$ cat config.mk
export PLATFORM = sky130hd
export DESIGN_NAME = ss_scan_driver
export DESIGN_NICKNAME = d
export VERILOG_FILES = /design/src/rtl/ss_scan_driver.sv
export SDC_FILE = /design/constraint.sdc
export NUM_CORES = 1
export LEC_CHECK = 0
export BUFFER_PORTS_ARGS = -buffer_cell sky130_fd_sc_hd__buf_2
export CORE_ASPECT_RATIO = 0.9
export CORE_MARGIN = 2
export CORE_UTILIZATION = 54
export CTS_BUF_LIST = sky130_fd_sc_hd__clkbuf_2 sky130_fd_sc_hd__clkbuf_4 sky130_fd_sc_hd__clkbuf_8
export DETAILED_ROUTE_END_ITERATION = 12
export GPL_TIMING_DRIVEN = 0
export PLACE_DENSITY = 0.73
export SETUP_SLACK_MARGIN = 0.3
export SYNTH_ARGS = -nofsm -noshare
export SYNTH_HDL_FRONTEND = slang
export SYNTH_SLANG_ARGS = --single-unit
$ cat constraint.sdc
create_clock -name clk -period 4.6 [get_ports clk]
set_clock_uncertainty 0.05 [all_clocks]
set_input_delay 0.92 -clock clk [delete_from_list [all_inputs] [get_ports clk]]
set_output_delay 0.92 -clock clk [all_outputs]
set_load 0.1 [all_outputs]
$ cat src/rtl/ss_scan_driver.sv
// Multi-digit seven-segment scan driver: time-multiplexes a packed nibble value onto one
// active-low segment bus, with hex glyphs, leading-zero blanking and frame-synchronised updates.
module ss_scan_driver #(
  parameter int DIGITS   = 4,
  parameter int SCAN_DIV = 50000,
  parameter int HEX_EN   = 1
) (
  input  logic                  clk,
  input  logic                  rst_n,
  input  logic                  load,
  input  logic [4*DIGITS-1:0]   value,
  input  logic [DIGITS-1:0]     dp_in,
  input  logic                  blank_lz,
  output logic [6:0]            ss,
  output logic                  dp,
  output logic [DIGITS-1:0]     an,
  output logic                  frame_done
);

  localparam int IW = (DIGITS > 1) ? $clog2(DIGITS) : 1;
  localparam int CW = (SCAN_DIV > 1) ? $clog2(SCAN_DIV) : 1;
  localparam logic [IW-1:0] LAST_IDX = IW'(DIGITS - 1);
  localparam logic [CW-1:0] TC       = CW'(SCAN_DIV - 1);

  logic [CW-1:0]         cnt;
  logic [IW-1:0]         idx;
  logic                  started;
  logic                  wrap_q;
  logic                  pend;
  logic [4*DIGITS-1:0]   act_val;
  logic [4*DIGITS-1:0]   pend_val;
  logic [DIGITS-1:0]     act_dp;
  logic [DIGITS-1:0]     pend_dp;

  logic                  tick;
  logic                  wrap;
  logic [3:0]            nib;
  logic                  cur_dp;
  logic                  blank;
  logic [DIGITS-1:0]     lz;
  logic                  all_zero;

  function automatic logic [6:0] glyph_of(input logic [3:0] n);
    logic [6:0] g;
    g = 7'b1111111;
    case (n)
      4'h0: g = 7'b1000000;
      4'h1: g = 7'b1111001;
      4'h2: g = 7'b0100100;
      4'h3: g = 7'b0110000;
      4'h4: g = 7'b0011001;
      4'h5: g = 7'b0010010;
      4'h6: g = 7'b0000010;
      4'h7: g = 7'b1111000;
      4'h8: g = 7'b0000000;
      4'h9: g = 7'b0010000;
      4'hA: g = (HEX_EN != 0) ? 7'b0001000 : 7'b1111111;
      4'hB: g = (HEX_EN != 0) ? 7'b0000011 : 7'b1111111;
      4'hC: g = (HEX_EN != 0) ? 7'b1000110 : 7'b1111111;
      4'hD: g = (HEX_EN != 0) ? 7'b0100001 : 7'b1111111;
      4'hE: g = (HEX_EN != 0) ? 7'b0000110 : 7'b1111111;
      4'hF: g = (HEX_EN != 0) ? 7'b0001110 : 7'b1111111;
      default: g = 7'b1111111;
    endcase
    return g;
  endfunction

  assign tick = (cnt == TC);
  assign wrap = tick && (idx == LAST_IDX);

  // lz[i] = digit i and every more-significant digit are zero
  always_comb begin
    lz       = '0;
    all_zero = 1'b1;
    for (int i = DIGITS - 1; i >= 0; i--) begin
      all_zero = all_zero && (act_val[4*i +: 4] == 4'h0);
      lz[i]    = all_zero;
    end
  end

  always_comb begin
    nib    = 4'h0;
    cur_dp = 1'b0;
    blank  = 1'b0;
    for (int i = 0; i < DIGITS; i++) begin
      if (idx == IW'(i)) begin
        nib    = act_val[4*i +: 4];
        cur_dp = act_dp[i];
        blank  = blank_lz && (i != 0) && lz[i];
      end
    end
  end

  always_ff @(posedge clk or negedge rst_n) begin
    if (!rst_n) begin
      cnt        <= '0;
      idx        <= '0;
      started    <= 1'b0;
      wrap_q     <= 1'b0;
      pend       <= 1'b0;
      act_val    <= '0;
      pend_val   <= '0;
      act_dp     <= '0;
      pend_dp    <= '0;
      ss         <= 7'b1111111;
      dp         <= 1'b1;
      an         <= '1;
      frame_done <= 1'b0;
    end else begin
      if (tick) begin
        cnt     <= '0;
        idx     <= (idx == LAST_IDX) ? '0 : idx + IW'(1);
        started <= 1'b1;
      end else begin
        cnt <= cnt + CW'(1);
      end

      wrap_q     <= wrap;
      frame_done <= wrap_q;

      // A load landing on the wrap tick bypasses the pending stage
      if (wrap && load) begin
        act_val <= value;
        act_dp  <= dp_in;
        pend    <= 1'b0;
      end else begin
        if (wrap && pend) begin
          act_val <= pend_val;
          act_dp  <= pend_dp;
          pend    <= 1'b0;
        end
        if (load) begin
          pend_val <= value;
          pend_dp  <= dp_in;
          pend     <= 1'b1;
        end
      end

      if (started) begin
        ss <= blank ? 7'b1111111 : glyph_of(nib);
        dp <= ~cur_dp;
        an <= ~(DIGITS'(1) << idx);
      end
    end
  end

endmodule

==> Yosys cells after proc, flatten, opt, wreduce, memory -nomap -nowiden <==
Memories as Yosys holds them, arrays and structs flattened.
Cells that the tools add are included.
{ "totals": {"regBits": 74, "mem_bits_ro": 112, "inputBits": 24, "elab_cells": 60, "memories": 1} }
{ "classes": {"n_addsub": 2, "n_eq_ne": 4, "shift": 1, "n_mux": 21, "n_bitwise": 3, "n_reduce_logical": 15} }
{ "mem_list": {"columns": ["name", "words", "word_bits", "rd", "rd_clocked_by_memory_dff", "write_ports", "line", "source"], "rows": [
  ["(name not given)", 16, 7, 1, 0, 0, "46", "case (n)"]
]} }
{ "op_table": {"columns": ["cell", "count"], "rows": [
  ["two-way mux 16 bit", 3],
  ["two-way mux 4 bit", 6],
  ["adder 16 x 1 -> 16 bit, second input constant", 1],
  ["equality test 16 bit, second input constant", 1],
  ["logical NOT 4 bit", 3],
  ["two-way mux 1 bit", 10],
  ["logical AND 1 bit", 8],
  ["two-way mux 7 bit", 1],
  ["equality test 2 bit, second input constant", 2],
  ["NOT 4 bit", 1],
  ["left shift 1 x 2 -> 4 bit, first input constant", 1],
  ["nonzero test 3 bit", 1],
  ["adder 2 x 1 -> 2 bit, second input constant", 1],
  ["equality test 2 x 1 -> 1 bit, second input constant", 1],
  ["logical NOT 2 bit", 1],
  ["two-way mux 2 bit", 1],
  ["NOT 1 bit", 2],
  ["AND reduction 2 bit", 1],
  ["nonzero test 2 bit", 1]
]} }

==> Longest topological paths before layout <==
{ "depth": {"ltp_word": 8, "mapped_depth": 11, "depth_no_buf": 10} }

==> Worst setup path after synthesis <==
OpenSTA, ideal clock, no wires.
{ "synth_path": {"path_type": "reg2reg", "startpoint": "register idx[0]", "endpoint": "register ss[6]", "setup_time_ns": 0.083, "arrival_time_ns": 2.226, "required_ns": 4.467, "path_slack_ns": 2.241, "path_stages_with_launch": 10, "cell_sequence": "dfrtp_1 ha_1 buf_2 nand3b_1 a221oi_1 inv_1 ha_1 mux2i_1 nor2_1 o32a_1"} }
{ "synth_via": {"elab_chain_len": 7} }
{ "synth_rtl": {"columns": ["element", "line", "source"], "rows": [
  ["from (decl)", "26", "logic [IW-1:0] idx;"],
  ["from (signal assigned)", "112", "idx <= (idx == LAST_IDX) ? '0 : idx + IW'(1);"],
  ["logical NOT 2 bit", "86", "if (idx == IW'(i)) begin"],
  ["two-way mux 4 bit (4 in series)", "86", null],
  ["memory read (16 x 7 bit)", null, null],
  ["two-way mux 7 bit (*)", "140", "ss <= blank ? 7'b1111111 : glyph_of(nib);"],
  ["to (signal assigned)", "140", null],
  ["to (decl)", "14", "output logic [6:0] ss,"]
]} }
Mark *: on every way between the ends. The rest lies on a longest branch, timed or not.
A chain may end at the register's enable or synchronous reset.

==> Worst setup path after layout <==
{ "layout_path": {"startpoint": "register idx[1]", "endpoint": "register ss[6]"} }
Same word-level chain as after synthesis.

==> qor.csv <==
metric,value,unit
outcome,completed,
number of buffer cells added on primary ports,36,
"Setup violations, final",0,
antenna violations before repair,0,
portion of the clock cycle consumed by the worst path in the final layout,61.83,%
sequential fraction of the synthesis area,51.10,%
most repeated cell in the gate-level netlist after synthesis,dfrtp_1,
largest family of logic cells by synthesized area,simple AND/OR/NAND/NOR gates,
number of enable-type register cells in the synthesized netlist,0,
Area Growth Syn to Fin,14.14,%
Worst EP required,4.82,ns
largest area contributor in the synthesized netlist,dfrtp_1,
sink count of the clock tree,74,
post-CTS setup buffer count,0,
Synthesized Nets,362,
die height,82.04,microns
compound-gate portion of the synthesized area,12.71,%
clock tree from TritonCTS,done,
dominant cells by area after synthesis,"dfrtp_1 42%, dfstp_2 8.6%, mux2_4 8.2%",
final net count,410,
worst-case vdd ir drop,0.0002443,V
wire length of the first global-routing pass,12260,microns
"Clk Latency, worst-skew pair",0.34,ns
via count normalized by instance count,5.423,
vias in the first global route,2565,
violation count after the first detailed-routing iteration,122,
fraction of final layout cells with drive strength greater than 1,27.37,%
Startpoint Class,flip-flop,
flip-flop and latch count after synthesis,74,
Post-synth top flop,dfrtp_1,
pin slew with the least headroom to its limit,0.7384,ns
simple-gate area share of the yosys netlist,13.73,%
H-tree depth,3,
area inside the core boundary,6551,sq um
Initial Util,55.77,%
Fin Setup TNS,0,ns
detailed-placement wirelength estimate,4968,microns
first-pass detailed-route iteration total,4,
area taken by multi-input logic gates,1618,sq um
worst endpoint data arrival time,3.07,ns
"Hold Vio Cnt, Final",0,
crit path max fanout,10,
CP endpoint kind,flip-flop,
Placed Instances,454,
maximum capacitance violations,0,
maximum number of pins on one net before global-route repair,75,
number of distinct library cell variants in the gate-level netlist after synthesis,49,
total number of vias,2549,
number of buffers inserted during clock tree synthesis,9,
Routability Congestion,0.8969,
RSZ-0062 raised after global routing,false,
Post-Layout Cell Count,470,
Period minus WS final,2.844,ns
area of the die,7441,sq um
synth warn,0,
worst rel slew slack,50.44,%
clock transition at the registers of the reported paths,0.08,ns
mux share of post-synthesis cell area,10.96,%
quantity of hold-fixing buffers added after cts,0,
Synth Area per Inst,11.17,sq um
Syn Inst Count,327,
DR DRC count,0,
Pwr per Cell Area,299.9,nW/um^2
share of synthesized flip-flops with an asynchronous set or reset,100.0,%
number of gates resized after CTS,0,
final count of pins violating max slew,0,
Fmax,351.6,MHz
Std-Cell Rows,28,
sequential cell area in the final layout,1867,sq um
Root Buffer,clkbuf_8,
synthesized-area fraction occupied by adder cells,3.767,%
worst hold margin,0.3003,ns
Tot Pwr,1.251,mW
share of the synthesized area in the top cell type,42.47,%
worst hold path type,flip-flop to flip-flop,
gr usage total,21.18,%
class of the most critical setup path,flip-flop to flip-flop,
total I/O pin count,37,
largest buffer count on any clock path,2,
Routed WL,7013,microns
Die Width,90.71,microns
antenna violation net count after detailed routing,0,
Avg WL per Cell,14.92,microns
XOR/XNOR Fraction of Synth Area,3.116,%
number of fillers in the final layout,536,
static leakage,1.891,nW
global route overflow,0,
Post-Syn Area,3654,sq um
final cell utilization of the core,63.66,%
number of diodes,0,
leading post-synthesis cells by instance count,"62 x dfrtp_1, 37 x nand2_1, 25 x o21ai_1, 22 x o22ai_1, 20 x mux2_4",
==> worst max-delay path, stage by stage, from the launching register on <==
cell,delay [ns]
dfrtp_1,0.38
inv_1,0.09
ha_1,0.20
buf_2,0.19
nand3b_1,0.19
a221oi_1,0.65
inv_1,0.24
ha_1,0.27
mux2i_1,0.15
nor2_1,0.06
o32a_1,0.32
==> area by class of cell <==
class | count | area share, %
sequential | 74 | 44.76
multi-input combinational | 223 | 38.79
timing repair buffer | 37 | 5.041
clock buffer | 9 | 2.970
buffer | 18 | 2.970
tap | 90 | 2.700
clock inverter | 7 | 1.680
inverter | 12 | 1.080
==> cells in the final DEF, fill, tap and decap left out, types with 7 or more instances in the layout <==
cell,netlist,routed
dfrtp_1,62,62
nor2_1,17,17
clkbuf_8,0,9
nand3_1,9,9
nand2_1,37,37
dfstp_2,12,12
o22ai_1,22,22
inv_1,12,12
clkbuf_1,7,7
ha_1,11,11
mux2_4,20,20
xor2_1,8,8
mux2i_1,10,10
o21ai_1,25,25
buf_2,6,41
==> flip-flops by register name, summed over array words and instances, names as in the netlist <==
signal and count:
pend 1, act_val 16, pend_val 16, idx 2, cnt 16, frame_done 1
dp 1, an 4, pend_dp 4, act_dp 4, wrap_q 1, started 1
ss 7
==> through the flow <==
| step | setup WS [ns] | area, sq um |
|---|---|---|
| 2_1_floorplan | 2.241 | 3654 |
| 3_3_place_gp | 1.877 | 3946 |
| 3_5_place_dp | 1.809 | 3976 |
| 4_1_cts | 1.770 | 4170 |
| 5_1_grt | 1.463 | 4170 |
| 6_report | 1.756 | 4170 |
==> metal layers <==
metal / vias to the layer above / global-route usage (%) / share of wire (%)
li1: 1265 / - / -
met1: 1232 / 28.63 / 49
met2: 43 / 34.25 / 46
met3: 9 / 5.046 / 3.7
met4: 0 / 6.769 / 1.3
met5: - / 0 / 0
==> path summary, 6_finish.rpt <==
path / slack (ns) / from / cells after the start / endpoint
max: 1.76 / idx[1] / 10 / ss[6]
min: 0.30 / wrap_q / 0 / frame_done
max reg2reg: 1.76 / idx[1] / 10 / ss[6]
min reg2reg: 0.30 / wrap_q / 0 / frame_done
max in group asynchronous: 3.64 / rst_n / 2 / ss[6]
min in group asynchronous: 0.52 / rst_n / 2 / cnt[12]
==> kinds of logic after synthesis <==
logic type               count (synthesis)
multiplexers                            30
flip-flops                              74
buffers and inverters                   30
adder cells (fa/ha/maj)                 11
AO/OA/AOI/OAI                           72
XOR/XNOR                                13
AND/OR/NAND/NOR                         97
==> power breakdown <==
| part | internal, mW | switching (mW) |
|---|---|---|
| sequential | 0.668 | 0.00939 |
| clock | 0.248 | 0.240 |
| combinational | 0.0470 | 0.0374 |
Note: power is estimated with default switching activity, not from simulation.
